[config.mk]
export PLATFORM = sky130hd
export DESIGN_NAME = proc_core_flat
export DESIGN_NICKNAME = d
export VERILOG_FILES = /design/src/rtl/proc_core_if.sv /design/src/rtl/proc_core.sv /design/src/flat_wrapper.sv
export SDC_FILE = /design/constraint.sdc
export NUM_CORES = 1
export LEC_CHECK = 0
export BUFFER_PORTS_ARGS = -buffer_cell sky130_fd_sc_hd__clkbuf_2
export CAP_MARGIN = 20
export CORE_MARGIN = 3
export CORE_UTILIZATION = 45
export DETAILED_ROUTE_END_ITERATION = 10
export SYNTH_ARGS = -nofsm -noshare
export SYNTH_HDL_FRONTEND = slang
export SYNTH_SLANG_ARGS = --single-unit
[constraint.sdc]
create_clock -name clk -period 5.8 [get_ports clk]
set_clock_uncertainty 0.1 [all_clocks]
set_input_delay 0 -clock clk [delete_from_list [all_inputs] [get_ports clk]]
set_output_delay 0 -clock clk [all_outputs]
set_load 0.01 [all_outputs]
[src/rtl/proc_core_if.sv]
`default_nettype none
// ============================================================================
// Module   : proc_core_if
// Brief    : Run/DIN command inputs and Done/p_Q/BusWires status outputs
//            of the multicycle register-datapath processor.
// Revision : 1.0 - initial release
// ============================================================================
interface proc_core_if #(
  parameter int DW = 16
);
  logic          Run;
  logic [DW-1:0] DIN;
  logic          Done;
  logic [1:0]    p_Q;
  logic [DW-1:0] BusWires;

  // Host side: supplies instructions, observes status
  modport master (
    output Run, DIN,
    input  Done, p_Q, BusWires
  );

  // Processor side
  modport slave (
    input  Run, DIN,
    output Done, p_Q, BusWires
  );
endinterface
`default_nettype wire

[src/rtl/proc_core.sv]
`default_nettype none
// ============================================================================
// Module   : proc_core
// Brief    : Multicycle 8-register processor. One instruction is fetched
//            from DIN per Run-qualified T0 and executed over 2-4 steps
//            (mv/mvi/nop in T1, add/sub in T3) over a single shared bus.
// Revision : 1.0 - initial release
// ============================================================================
module proc_core #(
  parameter int DW   = 16,
  parameter int NREG = 8
) (
  input  wire logic    clk,
  input  wire logic    reset_n,
  proc_core_if.slave   bus
);

  typedef enum logic [1:0] {
    T0 = 2'd0,
    T1 = 2'd1,
    T2 = 2'd2,
    T3 = 2'd3
  } step_t;

  localparam logic [2:0] c_op_mv  = 3'b000;
  localparam logic [2:0] c_op_mvi = 3'b001;
  localparam logic [2:0] c_op_add = 3'b010;
  localparam logic [2:0] c_op_sub = 3'b011;

  step_t         r_step;
  step_t         w_step_nxt;
  logic [8:0]    r_ir;
  logic [DW-1:0] r_a;
  logic [DW-1:0] r_g;
  logic [DW-1:0] r_regs [NREG];

  logic [2:0]    w_op;
  logic [2:0]    w_rx;
  logic [2:0]    w_ry;
  logic          w_gout;
  logic          w_dinout;
  logic [2:0]    w_rsel;
  logic          w_rin;
  logic          w_ain;
  logic          w_gin;
  logic          w_irin;
  logic          w_done;
  logic [DW-1:0] w_bus;
  logic [DW-1:0] w_alu;

  assign w_op = r_ir[8:6];
  assign w_rx = r_ir[5:3];
  assign w_ry = r_ir[2:0];

  // Step sequencing and per-step control: exactly one bus source is chosen
  // each step; DIN is the default source (T0 fetch, mvi immediate, nop).
  always_comb begin
    w_step_nxt = r_step;
    w_gout     = 1'b0;
    w_dinout   = 1'b1;
    w_rsel     = w_ry;
    w_rin      = 1'b0;
    w_ain      = 1'b0;
    w_gin      = 1'b0;
    w_irin     = 1'b0;
    w_done     = 1'b0;
    case (r_step)
      T0: begin
        if (bus.Run) begin
          w_irin     = 1'b1;
          w_step_nxt = T1;
        end
      end
      T1: begin
        case (w_op)
          c_op_mv: begin
            w_dinout = 1'b0;
            w_rin    = 1'b1;
            w_done   = 1'b1;
          end
          c_op_mvi: begin
            w_rin  = 1'b1;
            w_done = 1'b1;
          end
          c_op_add, c_op_sub: begin
            w_dinout = 1'b0;
            w_rsel   = w_rx;
            w_ain    = 1'b1;
          end
          default: begin
            // Opcodes 1xx retire here without touching any register
            w_done = 1'b1;
          end
        endcase
        w_step_nxt = w_done ? T0 : T2;
      end
      T2: begin
        w_dinout   = 1'b0;
        w_gin      = 1'b1;
        w_step_nxt = T3;
      end
      default: begin
        w_gout     = 1'b1;
        w_dinout   = 1'b0;
        w_rin      = 1'b1;
        w_done     = 1'b1;
        w_step_nxt = T0;
      end
    endcase
  end

  // Shared bus: G has priority over DIN, which has priority over Rout
  always_comb begin
    if (w_gout)
      w_bus = r_g;
    else if (w_dinout)
      w_bus = bus.DIN;
    else
      w_bus = r_regs[w_rsel];
  end

  // Adder/subtractor; only bit 0 of the opcode distinguishes add from sub
  always_comb begin
    w_alu = w_op[0] ? (r_a - w_bus) : (r_a + w_bus);
  end

  assign bus.BusWires = reset_n ? w_bus : '0;
  assign bus.Done     = w_done;
  assign bus.p_Q      = r_step;

  // Step counter and instruction register
  always_ff @(posedge clk or negedge reset_n) begin
    if (!reset_n) begin
      r_step <= T0;
      r_ir   <= '0;
    end else begin
      r_step <= w_step_nxt;
      if (w_irin)
        r_ir <= bus.DIN[8:0];
    end
  end

  // Datapath registers: A, G and the general register file
  always_ff @(posedge clk or negedge reset_n) begin
    if (!reset_n) begin
      r_a <= '0;
      r_g <= '0;
      for (int i = 0; i < NREG; i++)
        r_regs[i] <= '0;
    end else begin
      if (w_ain)
        r_a <= w_bus;
      if (w_gin)
        r_g <= w_alu;
      if (w_rin)
        r_regs[w_rx] <= w_bus;
    end
  end

endmodule
`default_nettype wire

[src/flat_wrapper.sv]
// flat-port wrapper written by rule: the top's interface ports become plain ports
module proc_core_flat 
#(
  parameter int DW   = 16,
  parameter int NREG = 8
)
  (clk, reset_n, bus_Run, bus_DIN, bus_Done, bus_p_Q, bus_BusWires);
  proc_core_if #(.DW(DW)) bus_i ();
  input  wire logic clk;
  input  wire logic reset_n;
  input wire logic [$bits(bus_i.Run)-1:0] bus_Run;
  input wire logic [$bits(bus_i.DIN)-1:0] bus_DIN;
  output wire logic [$bits(bus_i.Done)-1:0] bus_Done;
  output wire logic [$bits(bus_i.p_Q)-1:0] bus_p_Q;
  output wire logic [$bits(bus_i.BusWires)-1:0] bus_BusWires;
  assign bus_i.Run = bus_Run;
  assign bus_i.DIN = bus_DIN;
  assign bus_Done = bus_i.Done;
  assign bus_p_Q = bus_i.p_Q;
  assign bus_BusWires = bus_i.BusWires;
  proc_core #(.DW(DW), .NREG(NREG)) u_core (.clk(clk), .reset_n(reset_n), .bus(bus_i));
endmodule
==> impl_metrics.py <==
metrics = {
    "worst_setup_path": {
        "reg2reg_slack_ns": 0.41,
        "startpoint": "u_core.bus.p_Q[1]$_DFFE_PN0P_",
        "cp_max_fo": 30,
        "critPathCaptureType": "flop",
        "worstSetupPathType": "flop to flop",
        "worstPathRequired_ns": 6.02,
        "worstSetupStartpointType": "flop",
        "r2r_start": "u_core.bus.p_Q[1]$_DFFE_PN0P_",
        "arrival_ns": 5.61,
    },
    "floorplan": {
        "die_h_um": 148,
        "die_area_um2": 21800,
        "die_w_um": 148,
        "io_pins": 38,
        "num_rows": 51,
        "coreArea_um2": 19600,
        "initial_core_util": 0.462,
    },
    "synth": {
        "yosys_warnings": 0,
        "seq_area_frac_synth": 0.473,
        "synthCells": 1025,
        "async_reset_ff_frac": 1.00,
        "synth_fp_nets": 1061,
        "ys_ff_latch": 171,
        "avgSynthCellArea_um2": 8.83,
        "ys.flop_type": "dfrtp_1",
        "yosysUniqueCellTypes": 56,
        "synth_area_um2": 9050,
        "synth_edf_count": 0,
    },
    "grt": {
        "first_global_vias": 7065,
        "grt_usage": 0.237,
        "antenna_found_initial": 0,
        "grt-ovfl-total": 0,
        "grt_max_degree": 104,
        "grt_pass1_wl_mm": 40.3,
    },
    "cts": {
        "cts_tree": "built",
        "cts.sinks": 171,
        "ctsHtreeMaxLevel": 4,
        "clk_pin_slew_worst_paths_ns": 0.08,
        "postCtsSetupBuffers": 0,
        "cts_made_buffers": 17,
        "clk_path_buf_depth": 2,
        "root_buffer": "clkbuf_16",
        "worstSkewPairLatency_ns": 0.44,
    },
    "timing": {
        "maxSlewHeadroom": 0.388,
        "post-route-period-util": 0.929,
        "tns_ns": 0,
        "tightest_slew_ns": 0.915,
        "setup_viol": 0,
        "fmax_mhz": 186,
        "slew_violations": 0,
        "fin_crit_ns": 5.39,
        "rsz0062_at_grt": "no",
        "hold_viol_final": 0,
        "setup_slack_ns": 0.411,
    },
    "layout": {
        "finalInstanceArea_um2": 10300,
        "antenna_cells": 0,
        "area_growth_pct": 13.3,
        "nets": 1085,
        "final_cell_mix": "nand2_1 (234), dfrtp_1 (171), o21ai_0 (153)",
        "final_common_cell": "nand2_1",
        "finalNonFillerCells": 1327,
        "drive_above_1_share": 0.129,
    },
    "routing": {
        "drc_errors": 0,
        "drt_iter0_markers": 473,
        "ant_nets": 0,
        "routed_via_density": 5.57,
        "wl_per_cell_um": 18.9,
        "wl_mm": 25.1,
        "vias": 7396,
        "first_pass_iters": 5,
    },
    "place": {
        "dpl_cell_area_um2": 9550,
        "place_worst_setup_slack_ns": 0.274,
        "port_buffers": 37,
        "dp_hpwl_mm": 16.8,
        "routabilityCongestion": 0.847,
        "dp.cells": 1283,
    },
    "run_status": {
        "run_status": "completed",
    },
    "hold_path": {
        "hold_class": "input pin to asynchronous set/reset pin",
    },
    "flow_run": {
        "drv_cap": 0,
    },
}
==> registers in the layout (all words and copies together), names as in the netlist <==
register,flops
u_core.r_g,16
u_core.r_a,16
u_core.bus.p_Q,2
u_core.r_ir,9
u_core.r_regs,128
==> cells in the mapped netlist (all sizes together), types with 14 or more instances <==
cell,instances,area share
a211oi,16,0.013
a21oi,56,0.031
buf,14,0.011
clkbuf,66,0.027
dfrtp,171,0.47
ha,16,0.022
mux2,15,0.019
mux2i,25,0.029
nand2,234,0.097
nand2b,40,0.028
nor2,38,0.016
nor2b,15,0.010
nor3,25,0.014
o21ai,155,0.086
xor2,19,0.018
==> through the flow <==
| step | util | hold WS [ns] |
|---|---|---|
| floorplan | - | -0.396 |
| global placement | 0.487 | -0.00859 |
| detailed placement | 0.487 | -0.00692 |
| CTS | 0.522 | 0.0932 |
| global route | 0.523 | 0.128 |
| finish | 0.523 | 0.0720 |
==> final cells by class <==
class	instances	area (µm²)
Tap cell	265	332
Inverter	9	33.8
Sequential cell	171	4280
Timing Repair Buffer	85	614
Clock buffer	17	425
Clock inverter	15	149
Fill cell	1879	9340
Multi-Input combinational cell	765	4420
==> timing repair <==
item,in CTS,in global routing
endpoints found under the hold margin,83,0
gates resized for setup,0,3
setup endpoints to repair,0,3
hold buffers,11,0
==> per-layer routing <==
metal  wire length, µm  part of all wire  GRT usage  up-vias
met3              1060             0.042     0.0429       26
met1             11800              0.47      0.339     3612
met5                 0                 0          0        -
li1                  -                 -          -     3580
met2             11900              0.47      0.377      178
met4               333             0.013     0.0559        0
==> worst max-delay path: stages, from the launching register on <==
cell and delay, ns:
dfrtp_1 0.51, and4bb_2 0.51, mux2i_4 0.42, buf_4 0.42, nor3_1 0.12, a211oi_1 0.44, o311ai_1 0.18, and2_1 0.29
and3_1 0.23, a21oi_1 0.19, xor2_1 0.17, ha_1 0.25, nor3_1 0.09, o2111a_1 0.12, nor3_1 0.30, a31oi_1 0.19
o21ai_1 0.31, nor4_1 0.09, a221oi_1 0.22, nand3_1 0.10
==> cell families (layout without fill, tap and decap cells) <==
| kind of cell | count (synthesis) | in the layout | synth area share |
|---|---|---|---|
| and+or+nand+nor | 402 | 402 | 0.202 |
| AOI/OAI and AO/OA | 274 | 274 | 0.172 |
| DFF | 171 | 171 | 0.473 |
| buffers and inverters | 89 | 126 | 0.0419 |
| muxes | 45 | 45 | 0.0606 |
| xor gates and xnor gates | 27 | 27 | 0.0261 |
| adders and majority gates | 17 | 17 | 0.0243 |
==> path summary, 6_finish.rpt <==
path	end	cells past startpoint
worst min-delay path	u_core.r_regs[78]$_DFFE_PN0P_	2
worst max-delay path	u_core.r_g[15]$_DFFE_PN0P_	19
min in group clk	u_core.r_a[11]$_DFFE_PN0P_	4
worst max register to register	u_core.r_g[15]$_DFFE_PN0P_	19
max in group asynchronous	u_core.r_regs[81]$_DFFE_PN0P_	3
worst min register to register	u_core.r_regs[52]$_DFFE_PN0P_	2
Power is left out: the tool's default activity adds up to more than one toggle a clock period on the data nets, which glitch-free logic cannot reach.
